[src/rtl/multiplier_control_if.sv]
// multiplier_control_if
// Bundles the signals between the shift-add multiplier controller and its
// surroundings (operator inputs, datapath control strobes, status, debug).
//
// Signals:
//   Run        start request (level). The controller acts only on its
//              0-to-1 edge while idle.
//   Load_Clear level request to load B from switches and clear X/A.
//   M          current multiplier LSB (B[0]) from the datapath.
//   Ld_B, Clr_XA, Add_En, Sub_En, Shift_En  one-cycle datapath strobes.
//   Busy       high from the clear cycle through the last shift cycle.
//   Done       one-cycle pulse on entry to the hold state.
//   dbg_state, dbg_k  controller state and bit counter, for observation only.
//
// Handshake: there is no valid/ready pair. A request is Run rising while the
// controller is idle. Busy high means every Run/Load_Clear change is
// ignored. Done pulses once when the product is ready. The controller then
// waits in HOLD until Run is released, and only a fresh rising edge starts
// the next operation.
interface multiplier_control_if #(
  parameter int N = 8
);
  localparam int KW = $clog2(N);

  logic          Run;
  logic          Load_Clear;
  logic          M;
  logic          Ld_B;
  logic          Clr_XA;
  logic          Add_En;
  logic          Sub_En;
  logic          Shift_En;
  logic          Busy;
  logic          Done;
  logic [2:0]    dbg_state;
  logic [KW-1:0] dbg_k;

  modport master (
    output Run, Load_Clear, M,
    input  Ld_B, Clr_XA, Add_En, Sub_En, Shift_En, Busy, Done,
    input  dbg_state, dbg_k
  );

  modport slave (
    input  Run, Load_Clear, M,
    output Ld_B, Clr_XA, Add_En, Sub_En, Shift_En, Busy, Done,
    output dbg_state, dbg_k
  );
endinterface

[src/rtl/multiplier_control.sv]
// multiplier_control
// Control FSM for an N-bit signed shift-add multiplier (X:A:B datapath).
// A Run rising edge starts the sequence CLR, then N x (ADD, SHIFT), then HOLD.
// In the final ADD the multiplier sign bit carries negative weight, so that
// step subtracts instead of adding.
//
// Ports:
//   Clk      rising-edge clock
//   Reset_n  synchronous active-low reset
//   bus      multiplier_control_if.slave (inputs Run/Load_Clear/M, datapath
//            strobes, Busy/Done status, debug state and counter)
module multiplier_control #(
  parameter int N = 8
) (
  input logic                  Clk,
  input logic                  Reset_n,
  multiplier_control_if.slave  bus
);
  localparam int KW = $clog2(N);

  localparam logic [2:0] S_IDLE  = 3'd0;
  localparam logic [2:0] S_CLR   = 3'd1;
  localparam logic [2:0] S_ADD   = 3'd2;
  localparam logic [2:0] S_SHIFT = 3'd3;
  localparam logic [2:0] S_HOLD  = 3'd4;

  logic [2:0]    state_q, state_d;
  logic [KW-1:0] k_q, k_d;
  logic          run_q;
  // Set only for the first HOLD cycle, so Done is a single pulse.
  logic          first_q, first_d;

  logic rise;
  logic last_k;
  logic load;

  assign rise   = bus.Run & ~run_q;
  assign last_k = (k_q == KW'(N - 1));

  always_comb begin
    state_d = state_q;
    k_d     = k_q;
    first_d = 1'b0;
    case (state_q)
      S_IDLE: begin
        if (rise) begin
          state_d = S_CLR;
          k_d     = '0;
        end
      end
      S_CLR:   state_d = S_ADD;
      S_ADD:   state_d = S_SHIFT;
      S_SHIFT: begin
        if (last_k) begin
          state_d = S_HOLD;
          first_d = 1'b1;
        end else begin
          k_d     = k_q + 1'b1;
          state_d = S_ADD;
        end
      end
      S_HOLD: begin
        if (!bus.Run) state_d = S_IDLE;
      end
      default: state_d = S_IDLE;
    endcase
  end

  // Reset forces Run_q high so that a Run already high at release is not
  // taken as a start.
  always_ff @(posedge Clk) begin
    if (!Reset_n) begin
      state_q <= S_IDLE;
      k_q     <= '0;
      run_q   <= 1'b1;
      first_q <= 1'b0;
    end else begin
      state_q <= state_d;
      k_q     <= k_d;
      run_q   <= bus.Run;
      first_q <= first_d;
    end
  end

  // Operand load is honoured only when the datapath is not in use. In IDLE a
  // start edge wins over a load request.
  assign load = bus.Load_Clear &
                (((state_q == S_IDLE) & ~rise) | (state_q == S_HOLD));

  // Every output is held low while reset is asserted, even mid-operation.
  assign bus.Ld_B     = Reset_n & load;
  assign bus.Clr_XA   = Reset_n & (load | (state_q == S_CLR));
  assign bus.Add_En   = Reset_n & (state_q == S_ADD) & bus.M & ~last_k;
  assign bus.Sub_En   = Reset_n & (state_q == S_ADD) & bus.M & last_k;
  assign bus.Shift_En = Reset_n & (state_q == S_SHIFT);
  assign bus.Busy     = Reset_n & ((state_q == S_CLR) | (state_q == S_ADD) |
                                   (state_q == S_SHIFT));
  assign bus.Done     = Reset_n & (state_q == S_HOLD) & first_q;

  assign bus.dbg_state = state_q;
  assign bus.dbg_k     = k_q;
endmodule

[src/flat_wrapper.sv]
// flat-port wrapper written by rule: the top's interface ports become plain ports
module multiplier_control_flat 
#(
  parameter int N = 8
)
  (Clk, Reset_n, bus_Run, bus_Load_Clear, bus_M, bus_Ld_B, bus_Clr_XA, bus_Add_En, bus_Sub_En, bus_Shift_En, bus_Busy, bus_Done, bus_dbg_state, bus_dbg_k);
  multiplier_control_if #(.N(N)) bus_i ();
  input logic Clk;
  input logic Reset_n;
  input wire logic [$bits(bus_i.Run)-1:0] bus_Run;
  input wire logic [$bits(bus_i.Load_Clear)-1:0] bus_Load_Clear;
  input wire logic [$bits(bus_i.M)-1:0] bus_M;
  output wire logic [$bits(bus_i.Ld_B)-1:0] bus_Ld_B;
  output wire logic [$bits(bus_i.Clr_XA)-1:0] bus_Clr_XA;
  output wire logic [$bits(bus_i.Add_En)-1:0] bus_Add_En;
  output wire logic [$bits(bus_i.Sub_En)-1:0] bus_Sub_En;
  output wire logic [$bits(bus_i.Shift_En)-1:0] bus_Shift_En;
  output wire logic [$bits(bus_i.Busy)-1:0] bus_Busy;
  output wire logic [$bits(bus_i.Done)-1:0] bus_Done;
  output wire logic [$bits(bus_i.dbg_state)-1:0] bus_dbg_state;
  output wire logic [$bits(bus_i.dbg_k)-1:0] bus_dbg_k;
  assign bus_i.Run = bus_Run;
  assign bus_i.Load_Clear = bus_Load_Clear;
  assign bus_i.M = bus_M;
  assign bus_Ld_B = bus_i.Ld_B;
  assign bus_Clr_XA = bus_i.Clr_XA;
  assign bus_Add_En = bus_i.Add_En;
  assign bus_Sub_En = bus_i.Sub_En;
  assign bus_Shift_En = bus_i.Shift_En;
  assign bus_Busy = bus_i.Busy;
  assign bus_Done = bus_i.Done;
  assign bus_dbg_state = bus_i.dbg_state;
  assign bus_dbg_k = bus_i.dbg_k;
  multiplier_control #(.N(N)) u_core (.Clk(Clk), .Reset_n(Reset_n), .bus(bus_i));
endmodule
[config.mk]
export PLATFORM = sky130hd
export DESIGN_NAME = multiplier_control_flat
export DESIGN_NICKNAME = d
export VERILOG_FILES = /design/src/rtl/multiplier_control_if.sv /design/src/rtl/multiplier_control.sv /design/src/flat_wrapper.sv
export SDC_FILE = /design/constraint.sdc
export NUM_CORES = 1
export LEC_CHECK = 0
export ABC_CLOCK_PERIOD_IN_PS = 3050
export BUFFER_PORTS_ARGS = -buffer_cell sky130_fd_sc_hd__buf_4
export CELL_PAD_IN_SITES_DETAIL_PLACEMENT = 1
export CELL_PAD_IN_SITES_GLOBAL_PLACEMENT = 1
export CORE_MARGIN = 1
export CORE_UTILIZATION = 33
export CTS_CLUSTER_SIZE = 28
export DETAILED_ROUTE_END_ITERATION = 8
export PLACE_DENSITY = 0.84
export SETUP_SLACK_MARGIN = 0.15
export SYNTH_ARGS = -nofsm -noshare
export SYNTH_HDL_FRONTEND = slang
export SYNTH_SLANG_ARGS = --single-unit
[constraint.sdc]
create_clock -name Clk -period 3.05 [get_ports Clk]
set_input_delay 0.4575 -clock Clk [delete_from_list [all_inputs] [get_ports Clk]]
set_output_delay 0.4575 -clock Clk [all_outputs]
set_load 0.005 [all_outputs]
==> results.toml, run 1 <==
[outcome]
status = "finished, final reports clean"

[critical_path]
worst-path-buf-inv = 1
worstPathArrival_ns = 1.38
cp-start-kind = "flip-flop"
r2r_end = "u_core.bus.dbg_k[1]"
crit_fanout = 12
rr_worst_depth = 5
worstPathCellList = "nor3b_1, o22ai_1, and3_1, buf_4"
worst_path_max_delay_cell = "dfxtp_1"
critPathTopFamily = "simple AND/OR/NAND/NOR gates"
r2r_start = "u_core.bus.dbg_k[0]"
crit_path_end_kind = "output port"
max_stage_delay_ns = 0.41
worstPathRequired_ns = 2.59
worstSetupPathType = "reg -> out"
r2r_slack_ns = 1.62

[sta]
tns_ns = 0
timing.hold.ws_ns = 0.417
tightest_slew_ns = 0.355
layout_setup_ws_ns = 1.22
setup_viol = 0
relSlewSlack = 0.763
min_period_ns = 1.83
hold_viol = 0
fmaxAchievable_mhz = 546
fin_crit_sh = 0.601
rsz0062_at_grt = "false"
finalClockSkew_ns = 0.00413
slew_violations = 0

[yosys]
synthMuxAreaShare = 0
ys_async_sr_fraction = 0
ys_seq_elements = 8
ys.flop_type = "dfxtp_1"
synth_seq_area_share = 0.373
netlist_instances = 50
synth-edff-count = 0
syn_nets = 57
synth_compound_area_frac = 0.146
synthSimpleGateAreaFrac = 0.379
synth_warnings = 0
synthXorXnorAreaFrac = 0
synth_cell_type_count = 24
synth_fa_ha_area_frac = 0.0583
synth_top_family_by_area = "simple AND/OR/NAND/NOR gates"
syn_area_sq_um = 429
synth.avg_cell_area_sq_um = 8.58

[clock_tree]
clk_pin_slew_ns = 0.06
postCtsHoldBufs = 0
cts_buffers = 3
post_cts_buffers = 0
cts_sinks = 8
cts_buffer_depth = 2
cts_resized = 0
root_buffer = "clkbuf_4"
cts_tree = "yes"
worstSkewPairLatency_ns = 0.25
htree_levels = 1

[hold_path]
holdPathEnd = "u_core.run_q"
hold_path.startpoint = "bus_Run"
min_path_cells = 2
hold_path_class = "in -> reg"

[route]
detail-route-antenna-nets = 0
wl_um = 1030
viasPerCell = 5.24
drtIter0Drc = 3
vias = 435
wl_per_cell_um = 12.4
first_pass_iters = 4
route.detailed.drc = 0

[layout]
num_antenna_cells = 0
fin_nets = 78
layout_common_cells = "buf_4 (17), dfxtp_1 (8), nor2_1 (6)"
final_cells = 83
fin_util = 0.513
area_growth_pct = 38.2
layout-drive-gt1-share = 0.304
final_common_cell = "buf_4"
finalInstanceArea_sq_um = 593

[placed_design]
pre_cts_ws_ns = 1.38
dp_hpwl_um = 774
place.gp.congestion = 0.799
io_buffers = 17
placed_cell_area_sq_um = 571
dpl.cell_count = 80

[power_and_ir_drop]
powerDensity_mw_per_mm2 = 374
total_power_mw = 0.222
peakVddDrop_mv = 0.215
p_leak_nw = 0.279

[die]
start_util = 0.371
row_count = 12
ios = 18
core_area_sq_mm = 0.00116
die_area_sq_mm = 0.00145
die_x_um = 38.1
die_h_um = 38.1

[grt]
grt_util_all_layers = 0.165
first_global_vias = 367
antenna_found_initial = 0
grt_start_max_net_pins = 13
overflow = 0
grt_pass1_wl_um = 1590

[job]
max-cap-violations = 0
[state kept, by name, indices dropped and copies added, names as in the netlist]
| register | count |
|---|---|
| u_core.bus.dbg_state | 3 |
| u_core.first_q | 1 |
| u_core.bus.dbg_k | 3 |
| u_core.run_q | 1 |
[Yosys cell counts, drive strengths merged, types with 2 or more instances]
cell type,instances,share of area
a21boi,3,0.052
a22oi,2,0.035
and3,2,0.029
dfxtp,8,0.37
ha,2,0.058
inv,4,0.035
nand2b,4,0.058
nand3,4,0.047
nor2,6,0.052
nor3b,2,0.035
[area by class of cell]
cell class                      count  area, sq um
Fill cell                         149          563
Tap cell                           14         17.5
Inverter                            4         15.0
Clock buffer                        3         22.5
Timing Repair Buffer               17          128
Multi-Input combinational cell     37          250
Sequential cell                     8          160
[routing by layer]
| layer | global-route usage | wire [um] | up-vias | part of all wire |
|---|---|---|---|---|
| li1 | - | - | 221 | - |
| met1 | 0.206 | 509 | 200 | 0.49 |
| met2 | 0.254 | 464 | 12 | 0.45 |
| met3 | 0.0523 | 51 | 2 | 0.050 |
| met4 | 0.0804 | 4 | 0 | 0.0039 |
| met5 | 0 | 0 | - | 0 |
[worst max path at each step]
stage          slack [ns]  depth (start not counted)         end                    start
5_1_grt              1.05                          4  bus_Clr_XA  u_core.bus.dbg_state[2]
4_1_cts              1.19                          4  bus_Clr_XA  u_core.bus.dbg_state[2]
3_3_place_gp         1.38                          5  bus_Clr_XA                  bus_Run
6_report             1.22                          4  bus_Clr_XA  u_core.bus.dbg_state[2]
3_5_place_dp         1.38                          5  bus_Clr_XA                  bus_Run
2_1_floorplan        1.59                          4  bus_Clr_XA  u_core.bus.dbg_state[2]
[power breakdown]
group	internal (mW)	leakage, nW	switching (mW)	total, mW
Sequential	0.107	0.0650	0.00405	0.111
Combinational	0.0160	0.201	0.0116	0.0277
Clock	0.0452	0.0138	0.0381	0.0833
Total	0.168	0.279	0.0538	0.222
[worst register-to-register path, delay by kind of cell (launching register included)]
kind | cells | cell delay (ns)
fa+ha+maj | 2 | 0.44
simple gates | 1 | 0.34
flops | 1 | 0.33
compound gates | 2 | 0.24
[kinds of logic (layout without fill, tap and decap cells)]
group | count (synthesis) | after routing
simple gates | 26 | 26
buf+inv | 5 | 24
fa+ha+maj | 2 | 2
flops | 8 | 8
compound gates | 9 | 9
(Power assumes the default switching activity.)
==> run 2: changes to the inputs <==
--- a/config.mk
+++ b/config.mk
@@ -5,15 +5,16 @@
 export SDC_FILE = /design/constraint.sdc
 export NUM_CORES = 1
 export LEC_CHECK = 0
-export ABC_CLOCK_PERIOD_IN_PS = 3050
+export ABC_AREA = 1
+export ABC_CLOCK_PERIOD_IN_PS = 1700
 export BUFFER_PORTS_ARGS = -buffer_cell sky130_fd_sc_hd__buf_4
 export CELL_PAD_IN_SITES_DETAIL_PLACEMENT = 1
 export CELL_PAD_IN_SITES_GLOBAL_PLACEMENT = 1
 export CORE_MARGIN = 1
-export CORE_UTILIZATION = 33
+export CORE_UTILIZATION = 29
 export CTS_CLUSTER_SIZE = 28
 export DETAILED_ROUTE_END_ITERATION = 8
-export PLACE_DENSITY = 0.84
+export PLACE_DENSITY = 0.8
 export SETUP_SLACK_MARGIN = 0.15
 export SYNTH_ARGS = -nofsm -noshare
 export SYNTH_HDL_FRONTEND = slang
==> constraint.sdc (replaced) <==
create_clock -name Clk -period 1.7 [get_ports Clk]
set_input_delay 0.255 -clock Clk [delete_from_list [all_inputs] [get_ports Clk]]
set_output_delay 0.255 -clock Clk [all_outputs]
set_load 0.005 [all_outputs]
==> results.toml, run 2 <==
[outcome]
status = "finished, final reports clean"

[sta]
fin_crit_sh = 0.921
tightest_slew_ns = 0.323
rsz0062_at_grt = "true"
tns_ns = 0
fmaxAchievable_mhz = 639
relSlewSlack = 0.785
slew_violations = 0
hold_viol = 0
min_period_ns = 1.56
finalClockSkew_ns = 0.00736
setup_viol = 0

[yosys]
synthXorXnorAreaFrac = 0
synth.most_common_cell = "nand2_1"
synth_cell_type_count = 13
synth_common_cells = "nand2_1 (17), nor2_1 (15), inv_1 (10)"
synth.largest_area_cell = "dfxtp_1"
synth-edff-count = 0
netlist_instances = 69
syn_area_sq_um = 445
synth.avg_cell_area_sq_um = 6.46
ys.flop_type = "dfxtp_1"
syn_nets = 76
synth_seq_area_share = 0.360
synth_top_family_by_area = "simple AND/OR/NAND/NOR gates"
synth_warnings = 0
ys_async_sr_fraction = 0
synthSimpleGateAreaFrac = 0.449
synth_fa_ha_area_frac = 0.0562
synthMuxAreaShare = 0
synth_compound_area_frac = 0.0506
synthDominantCellAreaShare = 0.360
ys_seq_elements = 8
yosys-top-cells-area = "dfxtp_1 (36%), nand2_1 (14%), nor2_1 (13%)"

[die]
ios = 18
row_count = 13
core_area_sq_mm = 0.00137
start_util = 0.326
die_h_um = 41.2
die_x_um = 41.2
die_area_sq_mm = 0.00170

[layout]
fin_util = 0.535
num_antenna_cells = 0
layout-drive-gt1-share = 0.505
final_common_cell = "buf_4"
layout_common_cells = "buf_4 (23), nand2_1 (14), nor2_1 (11)"
fin_nets = 104
area_growth_pct = 64.0
final_cells = 110

[route]
viasPerCell = 4.95
met2_length_um = 803
wl_um = 1620
detail-route-antenna-nets = 0
drtIter0Drc = 12
met3_wirelength_um = 70
highest_layer = "met4"
wl_met1_um = 695
wl_per_cell_um = 14.7
first_pass_iters = 4
vias = 545
route.detailed.drc = 0

[grt]
grt_util_all_layers = 0.230
grt_start_max_net_pins = 9
overflow = 0
first_global_vias = 510
grt_pass1_wl_um = 2300
antenna_found_initial = 0

[placed_design]
dpl.cell_count = 101
io_buffers = 17
dp_hpwl_um = 958
place.gp.congestion = 0.793

[clock_tree]
cts_buffer_depth = 2
clk_pin_slew_ns = 0.06
root_buffer = "clkbuf_4"
htree_levels = 1
cts_buffers = 3
worstSkewPairLatency_ns = 0.26
cts_sinks = 8
cts_tree = "yes"

[job]
max-cap-violations = 0

[critical_path]
worstPathArrival_ns = 1.31
cp-start-kind = "flip-flop"
worst_path_max_delay_cell = "dfxtp_4"
worst-path-buf-inv = 1
crit_fanout = 4
worstPathCellList = "nor2_4, nand2_2, nand2_2, nand2_2, a21oi_2, buf_4"
crit_top_cell = "nand2_2"
cp.depth = 6
rr_worst_depth = 8
worstPathRequired_ns = 1.44
worstSetupPathType = "reg -> out"
max_stage_delay_ns = 0.36
critPathTopFamily = "simple AND/OR/NAND/NOR gates"
crit_path_end_kind = "output port"

[power_and_ir_drop]
peakVddDrop_mv = 0.425
p_leak_nw = 0.357
powerDensity_mw_per_mm2 = 857

[hold_path]
min_path_cells = 2
hold_path_class = "in -> reg"
[run 2: what timing repair did]
action                                  in CTS  in global routing
hold buffers                                 0                  0
resized for setup                           13                 11
endpoints found under the setup margin       4                  6
setup buffers                                5                  1
pin swaps                                    6                  7
[run 2: where the power goes]
group | internal [mW] | total (mW) | switching (mW)
clock | 0.0814 | 0.155 | 0.0732
combinational | 0.115 | 0.238 | 0.123
sequential | 0.210 | 0.233 | 0.0225
total | 0.407 | 0.626 | 0.219
[run 2: final cells by class]
class | instances | area (sq um)
timing repair buffer | 23 | 173
inverter | 10 | 41.3
clock buffer | 3 | 22.5
tap | 15 | 18.8
multi-input combinational | 51 | 302
fill | 182 | 636
sequential | 8 | 174
[run 2: worst paths after layout]
| path | end | start | slack [ns] |
|---|---|---|---|
| worst min register to register | u_core.bus.dbg_k[1] | u_core.bus.dbg_k[1] | 0.54 |
| worst max register to register | u_core.bus.dbg_k[0] | u_core.bus.dbg_k[0] | 0.42 |
| worst max-delay path | bus_Clr_XA | u_core.bus.dbg_state[0] | 0.14 |
| worst min-delay path | u_core.run_q | bus_Run | 0.19 |
[run 2: metrics by stage]
stage	hold slack, ns	power (mW)	area, sq um	setup slack [ns]
2_1_floorplan	0.362	0.334	445	0.491
3_3_place_gp	0.466	0.408	592	0.268
3_5_place_dp	0.467	0.412	592	0.241
4_1_cts	0.187	0.605	692	0.126
5_1_grt	0.192	0.675	731	0.0721
6_report	0.194	0.626	731	0.135
[run 2: kinds of logic (layout without fill, tap and decap cells)]
family,Yosys count,after routing
DFF,8,8
buffers and inverters,10,36
AOI/OAI and AO/OA,4,4
adders and majority gates,2,2
and+or+nand+nor,45,45
[run 2: metal layers]
metal  vias to the layer above  global-route usage
met4                         0               0.169
met5                         -                   0
met2                        14               0.379
li1                        269                   -
met1                       258               0.256
met3                         4              0.0489
[run 2: worst reg2reg max path, stage by stage (launching register included)]
cell and delay (ns):
dfxtp_2 0.33, ha_1 0.19, ha_2 0.19, inv_1 0.11, nand2_1 0.07, nand2_1 0.10
nand3_1 0.08, nand2_1 0.07, nor2_1 0.04
==> run 3: changes to the inputs <==
==> constraint.sdc (replaced) <==
create_clock -name Clk -period 1.7 [get_ports Clk]
set_input_delay 0.085 -clock Clk [delete_from_list [all_inputs] [get_ports Clk]]
set_output_delay 0.085 -clock Clk [all_outputs]
set_load 0.005 [all_outputs]
==> results.toml, run 3 (synthesis results as in run 2) <==
[die]
row_count = 13
die_h_um = 41.2
start_util = 0.326
die_x_um = 41.2
die_area_sq_mm = 0.00170
ios = 18
core_area_sq_mm = 0.00137

[sta]
tightest_slew_ns = 0.250
fmaxAchievable_mhz = 696
slew_violations = 0
layout_setup_ws_ns = 0.263
setup_viol = 0
finalClockSkew_ns = 0.000864
rsz0062_at_grt = "false"
timing.hold.ws_ns = 0.0356
hold_viol = 0
tns_ns = 0
fin_crit_sh = 0.845
relSlewSlack = 0.832
min_period_ns = 1.44

[critical_path]
worstSetupPathType = "reg -> out"
r2r_start = "u_core.bus.dbg_k[0]"
crit_fanout = 6
crit_path_end_kind = "output port"
worstPathArrival_ns = 1.35
worstPathRequired_ns = 1.62
r2r_slack_ns = 0.39
crit_path_start = "u_core.bus.dbg_state[1]"
cp-start-kind = "flip-flop"

[clock_tree]
htree_levels = 1
cts_tree = "yes"
worstSkewPairLatency_ns = 0.26
postCtsHoldBufs = 0
clk_pin_slew_ns = 0.06
cts_buffers = 3
cts_sinks = 8
cts_buffer_depth = 2
root_buffer = "clkbuf_4"

[placed_design]
placed_cell_area_sq_um = 592
dp_hpwl_um = 905
place.gp.congestion = 0.723
io_buffers = 17
pre_cts_ws_ns = 0.401

[hold_path]
hold_path_class = "in -> reg"
hold_path.startpoint = "bus_Run"

[layout]
fin_nets = 99
layout-drive-gt1-share = 0.322
fill_cells = 191
finalInstanceArea_sq_um = 639
area_growth_pct = 43.5
num_antenna_cells = 0
layout_common_cells = "buf_4 (18), nand2_1 (17), nor2_1 (14)"
final_common_cell = "buf_4"

[route]
drtIter0Drc = 5
wl_um = 1230
wl_per_cell_um = 11.7
route.detailed.drc = 0
detail-route-antenna-nets = 0
viasPerCell = 4.64
first_pass_iters = 4
vias = 487

[power_and_ir_drop]
powerDensity_mw_per_mm2 = 913
sw_frac_of_total = 0.343
cellInternalPower_mw = 0.384
clkPwrFrac = 0.275
pwr-share-comb = 0.323
p_sw_mw = 0.200
peakVddDrop_mv = 0.468
p_leak_nw = 0.330
power_frac_seq = 0.402

[grt]
grt_util_all_layers = 0.175
first_global_vias = 391
overflow = 0
antenna_found_initial = 0
grt_pass1_wl_um = 1790
grt_start_max_net_pins = 9

[outcome]
status = "finished, final reports clean"

[job]
max-cap-violations = 0
==> run 3: cell count changes in the layout (fill, tap and decap cells not counted), moves of 2 or more <==
cell     delta
buf_4       -5
nor2_1      +3
dfxtp_4     -3
nand2_2     -3
dfxtp_1     +3
nor2_2      -2
nand2_1     +3
==> run 3: final cells by class <==
cell class                      count  area [sq um]  share of cell area
Multi-Input combinational cell     51           263               0.411
Inverter                           10          37.5              0.0587
Clock buffer                        3          22.5              0.0352
Sequential cell                     8           163               0.254
Tap cell                           15          18.8              0.0294
Timing Repair Buffer               18           135               0.211
==> run 3: worst paths after layout <==
path	end	cells past startpoint
min reg2reg	u_core.bus.dbg_k[1]	4
min	u_core.run_q	2
max	bus_Clr_XA	6
max reg2reg	u_core.bus.dbg_k[2]	7
==> run 3: what timing repair did <==
action / CTS / global route
endpoints found under the setup margin: 1 / 4
pin swaps: 0 / 1
buffers inserted: 0 / 1
resized for setup: 1 / 4
hold endpoints to repair: 0 / 0
==> run 3: metrics by stage <==
| stage | instances | utilization | power (mW) |
|---|---|---|---|
| 3_5_place_dp | 101 | 0.433 | 0.410 |
| 3_3_place_gp | 101 | 0.433 | 0.405 |
| 5_1_grt | 105 | 0.468 | 0.626 |
| 4_1_cts | 104 | 0.453 | 0.575 |
| 6_report | 105 | 0.468 | 0.584 |
| 2_1_floorplan | 69 | - | 0.334 |
==> run 3: critical path: stages, from the launching register on <==
cell and delay (ns):
dfxtp_1 0.37, nor2_4 0.20, nand3_4 0.12, nand2_1 0.08, nand2_1 0.07, a21oi_1 0.12, buf_4 0.12
==> run 3: per-layer routing <==
layer	up-vias	wire length (um)	track usage
li1	261	-	-
met1	212	605	0.237
met2	10	556	0.223
met3	4	39	0.0489
met4	0	31	0.145
met5	-	0	0
==> run 3: power groups by stage <==
stage                     combinational, mW  sequential [mW]  clock, mW
after global routing                  0.218            0.237      0.171
after floorplan                       0.101            0.233          0
after CTS                             0.177            0.234      0.164
final                                 0.189            0.234      0.160
after global placement                0.170            0.235          0
after detailed placement              0.174            0.236          0
